### config.mk
export PLATFORM = sky130hd
export DESIGN_NAME = load_align_unit_flat
export DESIGN_NICKNAME = d
export VERILOG_FILES = /design/src/rtl/load_pkg.sv /design/src/rtl/load_align_unit_if.sv /design/src/rtl/load_extend.sv /design/src/rtl/load_align_unit.sv /design/src/flat_wrapper.sv
export SDC_FILE = /design/constraint.sdc
export NUM_CORES = 1
export LEC_CHECK = 0
export CORE_UTILIZATION = 47
export DETAILED_ROUTE_END_ITERATION = 8
export PLACE_DENSITY = 0.83
export SETUP_SLACK_MARGIN = 0.4
export SLEW_MARGIN = 15
export SYNTH_ARGS = -nofsm -noshare
export SYNTH_HDL_FRONTEND = slang
export SYNTH_SLANG_ARGS = --single-unit
### constraint.sdc
create_clock -name clk -period 2.4 [get_ports clk]
set_input_delay 0.6 -clock clk [delete_from_list [all_inputs] [get_ports clk]]
set_output_delay 0.6 -clock clk [all_outputs]
set_load 0.02 [all_outputs]
### src/rtl/load_pkg.sv
// +----------------------------------------------------------------------------+
// | load_pkg: size encodings, FSM state type and alignment helpers shared by    |
// | the load alignment unit.                                                    |
// | Revision: 1.0                                                               |
// +----------------------------------------------------------------------------+
`default_nettype none

package load_pkg;

  localparam logic [1:0] SZ_BYTE  = 2'd0;
  localparam logic [1:0] SZ_HALF  = 2'd1;
  localparam logic [1:0] SZ_WORD  = 2'd2;
  localparam logic [1:0] SZ_DWORD = 2'd3;

  typedef enum logic [2:0] {
    ST_IDLE  = 3'd0,
    ST_RD1   = 3'd1,
    ST_WAIT1 = 3'd2,
    ST_RD2   = 3'd3,
    ST_WAIT2 = 3'd4,
    ST_RESP  = 3'd5
  } state_e;

  // Offset is not a multiple of the access size.
  function automatic logic is_misaligned(input logic [2:0] off, input logic [1:0] size);
    logic [2:0] mask;
    mask = 3'((4'd1 << size) - 4'd1);
    return (off & mask) != 3'd0;
  endfunction

  // Access runs past the end of the current memory word.
  function automatic logic spans_words(input logic [2:0] off, input logic [1:0] size,
                                       input logic [3:0] bytes);
    return ({1'b0, off} + (4'd1 << size)) > bytes;
  endfunction

endpackage

`default_nettype wire

### src/rtl/load_align_unit_if.sv
// +----------------------------------------------------------------------------+
// | load_align_unit_if: request, memory-port and response signals of the load  |
// | alignment unit. slave = unit view, master = environment view.             |
// | Revision: 1.0                                                               |
// +----------------------------------------------------------------------------+
`default_nettype none

interface load_align_unit_if #(
  parameter int DATA_W = 32,
  parameter int ADDR_W = 32
) ();

  logic              req_valid;
  logic              req_ready;
  logic [ADDR_W-1:0] req_addr;
  logic [1:0]        req_size;
  logic              req_unsigned;
  logic              req_lui;
  logic [15:0]       req_imm;

  logic              mem_req_valid;
  logic              mem_req_ready;
  logic [ADDR_W-1:0] mem_addr;
  logic              mem_rvalid;
  logic [DATA_W-1:0] mem_rdata;

  logic              resp_valid;
  logic              resp_ready;
  logic [DATA_W-1:0] resp_data;
  logic              resp_err;

  modport slave (
    input  req_valid, req_addr, req_size, req_unsigned, req_lui, req_imm,
    input  mem_req_ready, mem_rvalid, mem_rdata,
    input  resp_ready,
    output req_ready, mem_req_valid, mem_addr,
    output resp_valid, resp_data, resp_err
  );

  modport master (
    output req_valid, req_addr, req_size, req_unsigned, req_lui, req_imm,
    output mem_req_ready, mem_rvalid, mem_rdata,
    output resp_ready,
    input  req_ready, mem_req_valid, mem_addr,
    input  resp_valid, resp_data, resp_err
  );

endinterface

`default_nettype wire

### src/rtl/load_extend.sv
// +----------------------------------------------------------------------------+
// | load_extend: shifts the addressed lanes of {hi, lo} down, truncates to the |
// | access size and zero- or sign-extends to DATA_W. Purely combinational.     |
// | Revision: 1.0                                                               |
// +----------------------------------------------------------------------------+
`default_nettype none

module load_extend
  import load_pkg::*;
#(
  parameter int DATA_W = 32,
  parameter int OFF_W  = $clog2(DATA_W/8)
) (
  input  logic [DATA_W-1:0] lo_i,
  input  logic [DATA_W-1:0] hi_i,
  input  logic [OFF_W-1:0]  off_i,
  input  logic [1:0]        size_i,
  input  logic              unsigned_i,
  output logic [DATA_W-1:0] data_o
);

  logic [DATA_W-1:0] w_shifted;
  logic [DATA_W-1:0] w_keep;
  logic              w_msb;
  logic              w_fill;

  assign w_shifted = DATA_W'({hi_i, lo_i} >> {off_i, 3'b000});

  always_comb begin
    w_keep = '1;
    w_msb  = w_shifted[DATA_W-1];
    case (size_i)
      SZ_BYTE: begin
        w_keep = DATA_W'(64'h0000_0000_0000_00FF);
        w_msb  = w_shifted[7];
      end
      SZ_HALF: begin
        w_keep = DATA_W'(64'h0000_0000_0000_FFFF);
        w_msb  = w_shifted[15];
      end
      SZ_WORD: begin
        w_keep = DATA_W'(64'h0000_0000_FFFF_FFFF);
        w_msb  = w_shifted[31];
      end
      default: begin
        w_keep = '1;
        w_msb  = w_shifted[DATA_W-1];
      end
    endcase
  end

  assign w_fill = w_msb & ~unsigned_i;
  assign data_o = (w_shifted & w_keep) | (~w_keep & {DATA_W{w_fill}});

endmodule

`default_nettype wire

### src/rtl/load_align_unit.sv
// +----------------------------------------------------------------------------+
// | load_align_unit: accepts a load (or LUI), issues aligned memory reads and  |
// | returns the shifted, extended result. Build option LOAD_ALIGN_SPLIT_EN     |
// | splits word-crossing loads into two reads instead of flagging an error.    |
// | Revision: 1.0                                                               |
// +----------------------------------------------------------------------------+
`default_nettype none

module load_align_unit
  import load_pkg::*;
#(
  parameter int DATA_W = 32,
  parameter int ADDR_W = 32,
  parameter int OFF_W  = $clog2(DATA_W/8)
) (
  input  logic             clk,
  input  logic             rst_n,
  load_align_unit_if.slave bus
);

  localparam int BYTES = DATA_W / 8;

  state_e            state_q, state_d;
  logic [ADDR_W-1:0] addr_q, addr_d;
  logic [1:0]        size_q, size_d;
  logic              uns_q, uns_d;
  logic [DATA_W-1:0] lo_q, lo_d;
  logic [DATA_W-1:0] data_q, data_d;
  logic              err_q, err_d;

  logic [OFF_W-1:0]  w_off;
  logic [ADDR_W-1:0] w_aligned;
  logic [DATA_W-1:0] w_ext_lo, w_ext_hi, w_ext;
  logic [DATA_W-1:0] w_lui;
  logic signed [31:0] w_lui32;
  logic              w_in_bad_size;
  logic              w_in_illegal;
  logic              w_req_ready, w_mem_valid;
  logic [ADDR_W-1:0] w_mem_addr;

  assign w_off     = addr_q[OFF_W-1:0];
  assign w_aligned = {addr_q[ADDR_W-1:OFF_W], {OFF_W{1'b0}}};
  assign w_lui32   = {bus.req_imm, 16'h0000};
  assign w_lui     = DATA_W'(w_lui32);

  assign w_in_bad_size = (bus.req_size == SZ_DWORD) && (DATA_W < 64);

`ifdef LOAD_ALIGN_SPLIT_EN
  logic              w_go_rd2;
  logic [ADDR_W-1:0] w_addr_hi;
  assign w_in_illegal = w_in_bad_size;
  assign w_go_rd2     = spans_words(3'(w_off), size_q, 4'(BYTES));
  // Second word wraps naturally at the top of the address space.
  assign w_addr_hi    = w_aligned + ADDR_W'(BYTES);
`else
  logic w_in_mis;
  assign w_in_mis     = is_misaligned(3'(bus.req_addr[OFF_W-1:0]), bus.req_size);
  assign w_in_illegal = w_in_bad_size | w_in_mis;
`endif

  load_extend #(
    .DATA_W (DATA_W),
    .OFF_W  (OFF_W)
  ) u_extend (
    .lo_i       (w_ext_lo),
    .hi_i       (w_ext_hi),
    .off_i      (w_off),
    .size_i     (size_q),
    .unsigned_i (uns_q),
    .data_o     (w_ext)
  );

  always_ff @(posedge clk or negedge rst_n) begin
    if (!rst_n) begin
      state_q <= ST_IDLE;
      addr_q  <= '0;
      size_q  <= '0;
      uns_q   <= 1'b0;
      lo_q    <= '0;
      data_q  <= '0;
      err_q   <= 1'b0;
    end else begin
      state_q <= state_d;
      addr_q  <= addr_d;
      size_q  <= size_d;
      uns_q   <= uns_d;
      lo_q    <= lo_d;
      data_q  <= data_d;
      err_q   <= err_d;
    end
  end

  // Result is registered on the RESP entry edge, using live read data so no
  // extra cycle is spent after the last beat.
  always_comb begin
    state_d     = state_q;
    addr_d      = addr_q;
    size_d      = size_q;
    uns_d       = uns_q;
    lo_d        = lo_q;
    data_d      = data_q;
    err_d       = err_q;
    w_req_ready = 1'b0;
    w_mem_valid = 1'b0;
    w_mem_addr  = '0;
    w_ext_lo    = lo_q;
    w_ext_hi    = '0;
    case (state_q)
      ST_IDLE: begin
        w_req_ready = 1'b1;
        if (bus.req_valid) begin
          addr_d = bus.req_addr;
          size_d = bus.req_size;
          uns_d  = bus.req_unsigned;
          data_d = '0;
          err_d  = 1'b0;
          if (bus.req_lui) begin
            data_d  = w_lui;
            state_d = ST_RESP;
          end else if (w_in_illegal) begin
            err_d   = 1'b1;
            state_d = ST_RESP;
          end else begin
            state_d = ST_RD1;
          end
        end
      end
      ST_RD1: begin
        w_mem_valid = 1'b1;
        w_mem_addr  = w_aligned;
        if (bus.mem_req_ready) state_d = ST_WAIT1;
      end
      ST_WAIT1: begin
        w_ext_lo = bus.mem_rdata;
        if (bus.mem_rvalid) begin
          lo_d = bus.mem_rdata;
`ifdef LOAD_ALIGN_SPLIT_EN
          if (w_go_rd2) begin
            state_d = ST_RD2;
          end else begin
            data_d  = w_ext;
            state_d = ST_RESP;
          end
`else
          data_d  = w_ext;
          state_d = ST_RESP;
`endif
        end
      end
`ifdef LOAD_ALIGN_SPLIT_EN
      ST_RD2: begin
        w_mem_valid = 1'b1;
        w_mem_addr  = w_addr_hi;
        if (bus.mem_req_ready) state_d = ST_WAIT2;
      end
      ST_WAIT2: begin
        w_ext_hi = bus.mem_rdata;
        if (bus.mem_rvalid) begin
          data_d  = w_ext;
          state_d = ST_RESP;
        end
      end
`endif
      ST_RESP: begin
        if (bus.resp_ready) state_d = ST_IDLE;
      end
      default: state_d = ST_IDLE;
    endcase
  end

  assign bus.req_ready     = w_req_ready;
  assign bus.mem_req_valid = w_mem_valid;
  assign bus.mem_addr      = w_mem_addr;
  assign bus.resp_valid    = (state_q == ST_RESP);
  assign bus.resp_data     = data_q;
  assign bus.resp_err      = err_q;

endmodule

`default_nettype wire
### src/flat_wrapper.sv
// flat-port wrapper written by rule: the top's interface ports become plain ports
module load_align_unit_flat import load_pkg::*;
#(
  parameter int DATA_W = 32,
  parameter int ADDR_W = 32,
  parameter int OFF_W  = $clog2(DATA_W/8)
)
  (clk, rst_n, bus_req_valid, bus_req_addr, bus_req_size, bus_req_unsigned, bus_req_lui, bus_req_imm, bus_mem_req_ready, bus_mem_rvalid, bus_mem_rdata, bus_resp_ready, bus_req_ready, bus_mem_req_valid, bus_mem_addr, bus_resp_valid, bus_resp_data, bus_resp_err);
  load_align_unit_if #(.DATA_W(DATA_W), .ADDR_W(ADDR_W)) bus_i ();
  input  logic clk;
  input  logic rst_n;
  input wire logic [$bits(bus_i.req_valid)-1:0] bus_req_valid;
  input wire logic [$bits(bus_i.req_addr)-1:0] bus_req_addr;
  input wire logic [$bits(bus_i.req_size)-1:0] bus_req_size;
  input wire logic [$bits(bus_i.req_unsigned)-1:0] bus_req_unsigned;
  input wire logic [$bits(bus_i.req_lui)-1:0] bus_req_lui;
  input wire logic [$bits(bus_i.req_imm)-1:0] bus_req_imm;
  input wire logic [$bits(bus_i.mem_req_ready)-1:0] bus_mem_req_ready;
  input wire logic [$bits(bus_i.mem_rvalid)-1:0] bus_mem_rvalid;
  input wire logic [$bits(bus_i.mem_rdata)-1:0] bus_mem_rdata;
  input wire logic [$bits(bus_i.resp_ready)-1:0] bus_resp_ready;
  output wire logic [$bits(bus_i.req_ready)-1:0] bus_req_ready;
  output wire logic [$bits(bus_i.mem_req_valid)-1:0] bus_mem_req_valid;
  output wire logic [$bits(bus_i.mem_addr)-1:0] bus_mem_addr;
  output wire logic [$bits(bus_i.resp_valid)-1:0] bus_resp_valid;
  output wire logic [$bits(bus_i.resp_data)-1:0] bus_resp_data;
  output wire logic [$bits(bus_i.resp_err)-1:0] bus_resp_err;
  assign bus_i.req_valid = bus_req_valid;
  assign bus_i.req_addr = bus_req_addr;
  assign bus_i.req_size = bus_req_size;
  assign bus_i.req_unsigned = bus_req_unsigned;
  assign bus_i.req_lui = bus_req_lui;
  assign bus_i.req_imm = bus_req_imm;
  assign bus_i.mem_req_ready = bus_mem_req_ready;
  assign bus_i.mem_rvalid = bus_mem_rvalid;
  assign bus_i.mem_rdata = bus_mem_rdata;
  assign bus_i.resp_ready = bus_resp_ready;
  assign bus_req_ready = bus_i.req_ready;
  assign bus_mem_req_valid = bus_i.mem_req_valid;
  assign bus_mem_addr = bus_i.mem_addr;
  assign bus_resp_valid = bus_i.resp_valid;
  assign bus_resp_data = bus_i.resp_data;
  assign bus_resp_err = bus_i.resp_err;
  load_align_unit #(.DATA_W(DATA_W), .ADDR_W(ADDR_W), .OFF_W(OFF_W)) u_core (.clk(clk), .rst_n(rst_n), .bus(bus_i));
endmodule
==> results.md, run 1 <==
Route:
- After detailed routing, the average wire length per cell comes to approximately 21 µm.
- The total routed wirelength is 17.6 mm.
- The detailed router finished its first iteration with approximately 440 violations.
- Once detail routing completed, the nets flagged for antenna violations numbered 0.
- The number of vias in the routed layout is ~4800.
- After detailed routing, the number of vias per cell comes to between 5 and 6.
- The first TritonRoute pass finished after 5 iterations.
- The DRC violation count after routing is 0.

Clocking:
- TritonCTS built the clock tree.
- The clock transition time at the flip-flop clock pins of the worst setup and hold paths is 100 ps.
- The longest clock path from root to sink contains 2 buffers.
- The number of clock sinks is a little over 100.
- The number of buffers created by CTS is 9.
- For the worst-skew pair, the clock arrives at the later sink with an insertion delay of between 300 and 400 ps.
- The H-tree was split into 3 levels.
- The CTS root buffer is sky130_fd_sc_hd__clkbuf_8.

Pwr:
- Total power for the finished layout comes to ~11000 µW.
- The power density over cell area is approximately 1400 nW/µm².
- Summed over all cells, the static leakage comes to 0.00361 µW.
- The maximum ir drop on the vdd rail is approximately 640 µV.

Finish:
- The filler cells instantiated in the layout total approximately 640.
- The share of layout cells above drive strength 1 is between 30% and 40%.
- The final layout contains about 770 nets.
- Across the whole layout, storage elements account for around 2600 µm².
- Cells fill between 70% and 80% of the core in the end.
- The combined area of the multi-input logic cells is 2820 µm².
- Leaving out filler cells and counting taps, the final layout contains between 800 and 900.
- The top cell types in the final layout, fill and taps aside, are sky130_fd_sc_hd__nand2_1, sky130_fd_sc_hd__clkdlybuf4s50_1, sky130_fd_sc_hd__dfrtp_1.
- Leaving out fill and tap cells, the most frequent cell in the layout is sky130_fd_sc_hd__nand2_1.
- Compared with the post-synthesis result, the final layout area differs by 53.8%.
- 0 antenna diodes ended up in the layout.

Yosys:
- The dominant register cell in the synthesized netlist is sky130_fd_sc_hd__dfrtp_1.
- Yosys attributes the largest share of cell area to sky130_fd_sc_hd__dfrtp_1, sky130_fd_sc_hd__nand2_1, sky130_fd_sc_hd__mux2_2.
- Dividing the synthesized area by the synthesized cell count gives approximately 10 µm².
- The library cell occupying the most area in the post-synthesis netlist is sky130_fd_sc_hd__dfrtp_1.
- The number of synthesized flops with an enable pin is 0.
- The synthesized cell area is 5170 µm².
- During synthesis, Yosys emitted a total of 0 warnings.
- The post-synthesis sequential area ratio is about half.
- The share of the synthesized area in the top cell type is about half.
- The netlist uses between 40 and 50 different library cells.
- The number of flip-flops and latches in the synthesized netlist is a little over 100.
- The count of mapped cells out of synthesis is 499.
- The post-synthesis async set-or-reset flop share is between 90% and 100%.

Global routing:
- The via count of the first global-routing pass was roughly 4600.
- The initial antenna violation count is 0.
- The global-route wire length before repair is 23.7 mm.
- Entering global routing, the biggest net connects 51 pins.
- The overall global routing resource usage is between 20% and 30%.
- The total global routing overflow is 0.

Timing:
- The period utilization is 93.5%.
- The slew of the pin with the lowest slew margin is around 670 ps.
- The final number of hold-violating endpoints is 0.
- The smallest hold slack is about 240 ps.
- Headroom to the max-slew limit came out at around 55%.
- Setup violations remaining at the end of the flow were counted as 0.
- Setup repair after global routing could not meet its margin everywhere.
- After layout, the minimum clock period comes to around 2200 ps.
- The total count of max-transition violations in the final report was 0.
- The final total negative setup slack is 0 ps.
- The worst clock skew is 14.5 ps.
- The maximum clock frequency is approximately 0.45 GHz.

Die:
- The full die area is about 11000 µm².
- The die width is approximately 110 µm.
- The floorplan has 37 rows.
- Once the floorplan was initialized, standard cells occupied approximately 49% of the core.
- Measured along the y axis, the die boundary spans about 110 µm.
- After floorplanning, the core was sized to cover around 11000 µm².
- Pin placement for this block handled approximately 160 I/O pins.

Critical path:
- The endpoint identified for the worst register-to-register timing path is u_core.bus.resp_data[8]$_DFFE_PN0P_.
- On the critical path, the stage with the largest delay is an instance of sky130_fd_sc_hd__dfrtp_1.
- Measured in cells, the most critical reg-to-reg path has a length of 9.
- Along the worst path, the maximum fanout reaches 8.
- Data on the critical path is required at its endpoint by about 1800 ps.
- In this run the worst setup path begins at u_core.state_q[1]$_DFFE_PN0P_.
- The endpoint kind of the worst setup timing path is an output pin.
- The signal arrival time at the worst endpoint is between 1500 and 2000 ps.
- The flop-to-flop setup slack is 200 ps.
- The nature of the critical path startpoint is a flop.
- By instance count, the cell type seen most on the critical path is sky130_fd_sc_hd__buf_6.
- The startpoint of the most critical register-to-register path is u_core.state_q[2]$_DFFE_PN0P_.
- Traced cell by cell, the critical path runs through nor3b_4, buf_6, buf_16, and2_4, buf_6.
- The worst path buffer plus inverter count is 3.
- Broken down by cell family, the worst path's largest delay share belongs to flip-flops.
- For this run, the slowest stage of the critical path takes 430 ps.
- By startpoint and endpoint, the worst setup path is classified as flop to output pin.

Placed design:
- The congestion estimate from routability-driven global placement came to around 0.83.
- The wire-length estimate of the detail-placed layout is 10.3 mm.
- Port buffering added roughly 160 buffers.
- The number of placed instances with taps included is about 780.

Worst hold path:
- The worst hold path belongs to the class primary input to async pin.

Run:
- Max-cap violations in this run came to 0.

Outcome:
- The flow ran to the end, and the final reports show no timing, DRC or antenna violations.
## worst max-delay path by stage
stage,to,slack [ps],cells after the start
2_1_floorplan,bus_mem_addr[21],430,3
3_3_place_gp,u_core.bus.resp_data[28]$_DFFE_PN0P_,-330,6
3_5_place_dp,u_core.bus.resp_data[26]$_DFFE_PN0P_,-410,6
4_1_cts,bus_mem_addr[10],230,5
5_1_grt,bus_mem_addr[14],110,5
6_report,bus_mem_addr[14],160,5
## registers in the layout (all words and copies together), names as in the netlist
| register | count |
|---|---|
| u_core.addr_q | 32 |
| u_core.size_q | 2 |
| u_core.state_q | 3 |
| u_core.uns_q | 1 |
| u_core.bus.resp_data | 32 |
| u_core.bus.resp_err | 1 |
| u_core.lo_q | 31 |
## through the flow
stage / setup WS, ps / instance area (µm²)
after detailed placement: -414 / 6920
final: 155 / 7950
after global placement: -329 / 6920
after global routing: 113 / 7950
after floorplan: 429 / 5180
after CTS: 234 / 7560
## cell type report
class                   instances  share of cell area [%]
inverters                       2                   0.126
clock buffers                   9                    1.56
multi-input cells             364                    35.5
flip-flops and latches        102                    32.1
clock inverters                 7                   0.708
repair buffers                203                    27.8
well taps                     136                    2.14
## layer usage
| metal | track usage, % | part of all wire (%) |
|---|---|---|
| met5 | 0 | 0 |
| met4 | 10.8 | 4.0 |
| met3 | 4.86 | 7.4 |
| met2 | 46.2 | 51 |
| met1 | 35.3 | 38 |
## what timing repair did
item | 4_1_cts | 5_1_grt
gates resized for setup | 245 | 67
cloned | 5 | 3
setup endpoints to repair | 90 | 82
pin swaps | 23 | 20
hold buffers | 0 | 0
setup buffers | 12 | 8
## synth_stat cells, types with 2 or more instances
library cell and count:
sky130_fd_sc_hd__clkbuf_1 16, sky130_fd_sc_hd__nand3b_1 3, sky130_fd_sc_hd__mux2_2 37, sky130_fd_sc_hd__a21oi_1 33, sky130_fd_sc_hd__a31oi_1 2, sky130_fd_sc_hd__a22oi_1 6
sky130_fd_sc_hd__buf_6 2, sky130_fd_sc_hd__mux2i_1 30, sky130_fd_sc_hd__nor3_1 3, sky130_fd_sc_hd__nand3_1 2, sky130_fd_sc_hd__buf_12 2, sky130_fd_sc_hd__a222oi_1 7
sky130_fd_sc_hd__nand2_1 135, sky130_fd_sc_hd__buf_2 9, sky130_fd_sc_hd__or2_2 2, sky130_fd_sc_hd__nor2b_1 2, sky130_fd_sc_hd__nor2_2 2, sky130_fd_sc_hd__buf_4 5
sky130_fd_sc_hd__o21ai_0 15, sky130_fd_sc_hd__nor3b_2 2, sky130_fd_sc_hd__nand2_2 2, sky130_fd_sc_hd__dfrtp_1 102, sky130_fd_sc_hd__o21ai_1 3, sky130_fd_sc_hd__and2_1 31
sky130_fd_sc_hd__nor2_1 14, sky130_fd_sc_hd__nand2b_1 5, sky130_fd_sc_hd__mux4_2 12
## worst reg2reg max path, delay by kind of cell, from the launching register on
kind / cells / cell delay [ps]
and+or+nand+nor: 1 / 200
AOI/OAI and AO/OA: 3 / 520
muxes: 1 / 310
buffers and inverters: 4 / 650
DFF: 1 / 430
## cells by family (layout without fill, tap and decap cells)
logic type,Yosys count,after routing,share of synthesized area (%)
AO/OA/AOI/OAI,75,76,9.37
flip-flops,102,102,49.4
AND/OR/NAND/NOR,206,207,18.0
multiplexers,79,79,19.1
buffers and inverters,36,221,4.11
other,1,2,0.0725
## power breakdown
| part | internal, µW | switching [µW] |
|---|---|---|
| Combinational | 3390 | 3190 |
| Clock | 395 | 663 |
| Sequential | 2510 | 628 |
Power figures use the tool's default switching activity.
==> run 2, diff against run 1 <==
--- a/config.mk
+++ b/config.mk
@@ -5,6 +5,7 @@
 export SDC_FILE = /design/constraint.sdc
 export NUM_CORES = 1
 export LEC_CHECK = 0
+export CORE_MARGIN = 1.5
 export CORE_UTILIZATION = 47
 export DETAILED_ROUTE_END_ITERATION = 8
 export PLACE_DENSITY = 0.83
==> results.md, run 2 (same netlist as run 1, synthesis figures left out) <==
Outcome:
- The run finished with clean final reports.

Timing:
- At the pin with the least slew margin, the transition time is approximately 660 ps.
- The worst clock skew is 10.0 ps.
- Setup repair after global routing could not meet its margin everywhere.
- In the post-route analysis, the smallest setup slack over all paths is 115 ps.
- The final total negative setup slack is 0 ps.
- The tightest slew margin relative to the limit is between 50% and 60%.
- The setup-violating endpoint count in the final report is 0.
- The smallest hold slack is approximately 210 ps.
- The maximum clock frequency is between 0.4 and 0.5 GHz.
- The period utilization is a little over nine tenths.
- The total count of max-transition violations in the final report was 0.
- The final number of hold-violating endpoints was 0.
- The time the worst path needs with I/O delays and setup is between 2000 and 2500 ps.

Clocking:
- After clock tree synthesis, the clock-pin slew on the worst setup and hold paths is roughly 100 ps.
- The number of buffers created by CTS is 9.
- No sink is reached through more buffers than the 2 on the longest clock path.
- The TritonCTS clock tree is built.
- The root buffer cell chosen for the clock tree is sky130_fd_sc_hd__clkbuf_8.
- The deepest level of the CTS H-tree is 3.
- Clock tree synthesis found a total of between 100 and 150 sinks.
- The hold buffer count at CTS is 0.
- The clock latency on the worst-skew pair is about 380 ps.

Route:
- Dividing the detail-routed via count by the number of cells gives slightly below 6.
- In this run, the number of DRC markers left after iteration 0 of detailed routing was 499.
- The detailed router placed around 4700 vias in this run.
- The number of nets with antenna violations after detailed routing is 0.
- The routed design has ~17 mm of wire.
- In the routed design, unresolved DRC markers number 0.
- The count of TritonRoute iterations in the first routing pass is 6.
- Dividing the detail-routed wire length by the instance count gives around 21 µm.

Placed design:
- Once placement completed, the tool counted placed cells totaling just under 800.
- The congestion estimate from routability-driven global placement came to 0.876.
- The minimum setup slack after placement is -441 ps.
- The number of buffers inserted by port buffering is roughly 160.
- The half-perimeter wire length after placement is 10.2 mm.

Critical path:
- For this design, the slowest cell found on the critical path is sky130_fd_sc_hd__dfrtp_1.
- Counting cells, the worst reg-to-reg path comes to 5.
- The most critical setup path has its startpoint at u_core.addr_q[1]$_DFFE_PN0P_.
- Along the worst path, the maximum fanout reaches 10.
- The critical path is of the flop to flop type.
- The endpoint kind of the worst setup timing path is a flop.
- Walking the worst path, the cells encountered are inv_2, mux4_2, o21bai_4, nand2_2, o21ai_0.
- The worst stage delay on the critical path is 600 ps.
- The nature of the critical path startpoint is a flop.
- At the worst endpoint, the required time is around 2700 ps.
- The kind of cell with the highest combined delay along the critical path is flip-flops.
- The number of stages on the worst setup path is 5.
- The worst path buffer plus inverter count is 1.
- The flop-to-flop setup slack is 110 ps.
- The signal arrival time at the worst endpoint is between 2000 and 3000 ps.
- The worst register-to-register path ends at u_core.bus.resp_data[12]$_DFFE_PN0P_.
- The startpoint of the most critical register-to-register path is u_core.addr_q[1]$_DFFE_PN0P_.
- The most critical setup path has its endpoint at u_core.bus.resp_data[12]$_DFFE_PN0P_.

Pwr:
- The power density over cell area is between 1000 and 1500 nW/µm².
- For this design the static power due to leakage is 0.00357 µW.
- Across the VDD grid, the largest voltage drop is 666 µV.

Die:
- The floorplan core area is ~11000 µm².
- The full die area is ~12000 µm².
- Row generation in the floorplan step produced 38 rows.
- The initial standard-cell utilization of the core is about 48%.
- Measured along the x axis, the die boundary spans 108 µm.
- The die is 108 µm tall.
- about 160 I/O pins were placed.

Worst hold path:
- The worst min-delay path class is primary input to async pin.

Finish:
- In the final layout, the share of cells above drive strength 1 is between 30 and 40%.
- The count of inserted antenna diode cells is 0.
- The most common library cell in the layout ignoring fill and taps is sky130_fd_sc_hd__nand2_1.
- Compared with the post-synthesis result, the final layout area differs by 54.2%.
- The filler cells instantiated in the layout total 652.
- In the final layout, the multi-input gates occupy approximately 2900 µm².
- In the layout the commonest cells are sky130_fd_sc_hd__nand2_1, sky130_fd_sc_hd__clkdlybuf4s50_1, sky130_fd_sc_hd__dfrtp_1.
- At the end of the flow, the number of nets in the layout was between 700 and 800.
- The final instance count without filler cells is 823.
- Across the whole layout, storage elements account for 2550 µm².

Global routing:
- Entering global routing, the biggest net connects between 40 and 50 pins.
- The overall global routing resource usage is a little over a quarter.
- The total global routing overflow is 0.
- The via count of the first global-routing pass is between 4000 and 5000.
- The initial antenna violation count is 0.
- The first global-routing pass estimated about 24 mm of wire.

Run:
- Across the run, the number of max-cap violations was 0.
==> run 2: area by class of cell <==
class	count	share of cell area, %
Multi-Input combinational cell	364	35.9
Tap cell	140	2.20
Clock inverter	4	0.596
Timing Repair Buffer	200	27.4
Inverter	2	0.0941
Sequential cell	102	32.0
Clock buffer	11	1.77
==> run 2: worst min path at each step <==
stage,startpoint,to,slack [ps],cells after the start
3_5_place_dp,u_core.lo_q[26]$_DFFE_PN0P_,u_core.lo_q[26]$_DFFE_PN0P_,460,2
3_3_place_gp,u_core.lo_q[4]$_DFFE_PN0P_,u_core.lo_q[4]$_DFFE_PN0P_,450,2
4_1_cts,rst_n,u_core.addr_q[17]$_DFFE_PN0P_,220,1
5_1_grt,rst_n,u_core.addr_q[24]$_DFFE_PN0P_,230,1
6_report,rst_n,u_core.lo_q[31]$_DFFE_PN0P_,210,1
2_1_floorplan,rst_n,u_core.addr_q[0]$_DFFE_PN0P_,300,0
==> run 2: layer usage <==
metal | part of all wire, % | routed length [µm] | GRT usage (%) | vias to the layer above
li1 | - | - | - | 2076
met1 | 36 | 6340 | 34.7 | 2331
met2 | 52 | 9060 | 47.2 | 283
met3 | 8.7 | 1530 | 3.45 | 57
met4 | 3.1 | 537 | 9.77 | 0
met5 | 0 | 0 | 0 | -
==> run 2: report_power, final <==
group	switching, µW	internal (µW)	total (µW)
clock	598	503	1100
combinational	3180	3450	6630
sequential	647	2510	3150
==> run 2: through the flow <==
step	cell area [µm²]	utilization (%)	power, µW
after floorplan	5180	-	6010
after global placement	6900	63.9	7630
after detailed placement	6900	63.9	7820
after CTS	7530	69.8	9850
after global routing	7970	73.9	11400
final	7970	73.9	10900
==> run 2: worst reg2reg max path, cell delays in order, from the launching register on <==
cell                       delay (ps)
sky130_fd_sc_hd__dfrtp_1          600
sky130_fd_sc_hd__inv_2            330
sky130_fd_sc_hd__mux4_2           600
sky130_fd_sc_hd__o21bai_4         180
sky130_fd_sc_hd__nand2_2          170
sky130_fd_sc_hd__o21ai_0          300
==> run 2: repair_timing <==
item,4_1_cts,5_1_grt
setup buffers,13,7
gates resized for setup,246,71
gates cloned,5,3
endpoints found under the setup margin,95,71
pin swaps,9,28
==> run 3, diff against run 2 <==
--- a/config.mk
+++ b/config.mk
@@ -5,6 +5,7 @@
 export SDC_FILE = /design/constraint.sdc
 export NUM_CORES = 1
 export LEC_CHECK = 0
+export CORE_ASPECT_RATIO = 0.6
 export CORE_MARGIN = 1.5
 export CORE_UTILIZATION = 47
 export DETAILED_ROUTE_END_ITERATION = 8
==> results.md, run 3 (same netlist as run 1, synthesis figures left out) <==
Finish:
- Registers take roughly 2600 µm².
- After filler insertion, the fill cell instance count of the layout stands at 620.
- The share of layout cells above drive strength 1 is around a third.
- The library cells used most frequently in the layout, excluding fill and tap cells, are sky130_fd_sc_hd__nand2_1, sky130_fd_sc_hd__clkdlybuf4s50_1, sky130_fd_sc_hd__dfrtp_1.
- The most common library cell in the layout ignoring fill and taps is sky130_fd_sc_hd__nand2_1.
- The count of inserted antenna diode cells is 0.
- The signed area change from the synthesized netlist to the final layout is 56.5%.
- The combined area of the multi-input logic cells is 2850 µm².
- The net count of the finished layout is between 700 and 800.

Timing:
- The tightest hold path in the finished design has a slack of between 100 and 150 ps.
- Timing would allow up to about 0.46 GHz.
- The setup-violating endpoint count in the final report is 0.
- The tightest slew margin relative to the limit is roughly 65%.
- Setup repair after global routing could not meet its margin everywhere.
- The final number of hold-violating endpoints came to 0.
- The total count of max-transition violations in the final report was 0.
- The routed design could run at a clock period as short as around 2200 ps.
- The period utilization is between 90% and 100%.
- Clock skew on the completed layout was measured at 9.32 ps.
- The slew of the pin with the lowest slew margin is 532 ps.

Clocking:
- The number of clock sinks is ~100.
- The deepest level of the CTS H-tree is 3.
- The hold buffer count at CTS is 0.
- At the later pin of the worst-skew pair, clock insertion delay measures around 350 ps.
- TritonCTS built the clock tree.
- The number of clock buffers added by TritonCTS is 9.
- After clock tree synthesis, the clock-pin slew on the worst setup and hold paths is 70 ps.
- The clock passes through at most 2 buffers.
- The CTS root buffer is sky130_fd_sc_hd__clkbuf_16.

Pwr:
- The maximum ir drop on the vdd rail is approximately 830 µV.
- Sequential cells burn between 20% and 30% of the power.
- The cell-internal power is 6730 µW.
- The analysis attributes to cell leakage a power of 0.00354 µW.
- The power density over cell area is approximately 1400 nW/µm².
- Net switching is between 40% and 50% of the power.
- The clock share of power is between 10% and 20%.
- Combinational logic burns between 50% and 60% of the power.
- The total net switching power is ~4600 µW.
- Total power for the finished layout comes to around 11000 µW.

Route:
- The number of vias in the routed layout is 4910.
- The number of design-rule violations left by the first detailed-router iteration is approximately 550.
- Once detail routing completed, the nets flagged for antenna violations numbered 0.
- The first detailed-routing pass ran for 5 iterations.
- Dividing the detail-routed wire length by the instance count gives roughly 22 µm.
- After detailed routing, the number of vias per cell comes to 5.92.
- For this run, design rule violations remaining after detail routing come to 0.
- Wires add up to between 15 and 20 mm.

Global routing:
- The first global-routing pass estimated ~25 mm of wire.
- The initial antenna violation count is 0.
- The overall global routing resource usage is between 20% and 30%.
- Global routing finished with a remaining overflow of 0.
- The via count of the first global-routing pass is around 4700.
- Entering global routing, the biggest net connects 44 pins.

Critical path:
- The critical path starts at u_core.state_q[1]$_DFFE_PN0P_.
- Counting cells, the worst reg-to-reg path comes to 10.
- The flop-to-flop setup slack is 210 ps.
- The destination of the worst register-to-register timing path is u_core.bus.resp_data[22]$_DFFE_PN0P_.
- The required arrival time at the worst endpoint is 1800 ps.
- The endpoint kind of the worst setup timing path is an output pin.
- The signal arrival time at the worst endpoint is 1600 ps.
- The startpoint identified for the worst register-to-register timing path is u_core.state_q[2]$_DFFE_PN0P_.
- The worst setup path category is flop to output pin.
- The nature of the critical path startpoint is a flop.
- The largest fanout on the critical path is 17.

Die:
- The floorplan core area is around 11000 µm².
- The full die area is about 12000 µm².
- The initial standard-cell utilization of the core is around 49%.
- The die is between 100 and 150 µm wide.
- For this design the top-level I/O count stands at 158.
- The vertical die dimension is ~84 µm.
- The total number of placement rows is 29.

Placed design:
- The global placer's final weighted congestion is 0.854.
- Detailed placement ended at an HPWL of ~11 mm.
- The number of buffers inserted by port buffering is 155.

Worst hold path:
- The worst hold path belongs to the class primary input to async pin.

Run:
- Max-cap violations in this run came to 0.

Outcome:
- The flow ran to the end, and the final reports show no timing, DRC or antenna violations.
[run 3: per-stage QoR]
| stage | setup WS (ps) | instances | utilization [%] | instance area (µm²) | TNS [ps] |
|---|---|---|---|---|---|
| final | 203 | 829 | 76.1 | 8090 | 0 |
| after global routing | 139 | 829 | 76.1 | 8090 | 0 |
| after CTS | 269 | 815 | 70.6 | 7510 | 0 |
| after detailed placement | -561 | 781 | 65.0 | 6920 | -13660 |
| after global placement | -450 | 781 | 65.0 | 6920 | -11310 |
| after floorplan | 429 | 500 | - | 5180 | 0 |
[run 3: worst max-delay path by stage]
stage                                           endpoint
floorplan                               bus_mem_addr[21]
global placement    u_core.bus.resp_data[29]$_DFFE_PN0P_
detailed placement  u_core.bus.resp_data[29]$_DFFE_PN0P_
CTS                                     bus_mem_addr[27]
global route                             bus_mem_addr[3]
finish                                  bus_mem_addr[18]
[run 3: power by group through the flow]
stage	clock, µW	combinational (µW)	sequential (µW)
final	1440	6680	3160
after global routing	1520	7020	3230
after CTS	1440	5550	3040
after global placement	0	4720	2990
after detailed placement	0	4840	3050
after floorplan	0	2910	3100
[run 3: layout make-up]
type | count | area share, %
Multi-Input combinational cell | 364 | 35.2
Sequential cell | 102 | 31.6
Timing Repair Buffer | 206 | 27.5
Clock buffer | 12 | 2.92
Tap cell | 139 | 2.15
Clock inverter | 4 | 0.588
Inverter | 2 | 0.124
[run 3: critical path, cell delays in order, from the launching register on]
cell and delay, ps:
sky130_fd_sc_hd__dfrtp_2 440, sky130_fd_sc_hd__nor3b_4 240, sky130_fd_sc_hd__buf_4 160, sky130_fd_sc_hd__buf_12 140, sky130_fd_sc_hd__and2_1 150, sky130_fd_sc_hd__buf_6 120
[run 3: repair_timing]
action / in CTS / in global routing
gates resized for setup: 217 / 94
endpoints found under the setup margin: 91 / 75
pin swaps: 7 / 23
cloned: 4 / 3
setup buffers: 14 / 11
hold endpoints to repair: 0 / 0
[run 3: per-layer routing]
layer | part of all wire [%] | track usage [%]
met1 | 40 | 38.9
met2 | 47 | 43.9
met3 | 10 | 7.24
met4 | 2.9 | 7.18
met5 | 0 | 0
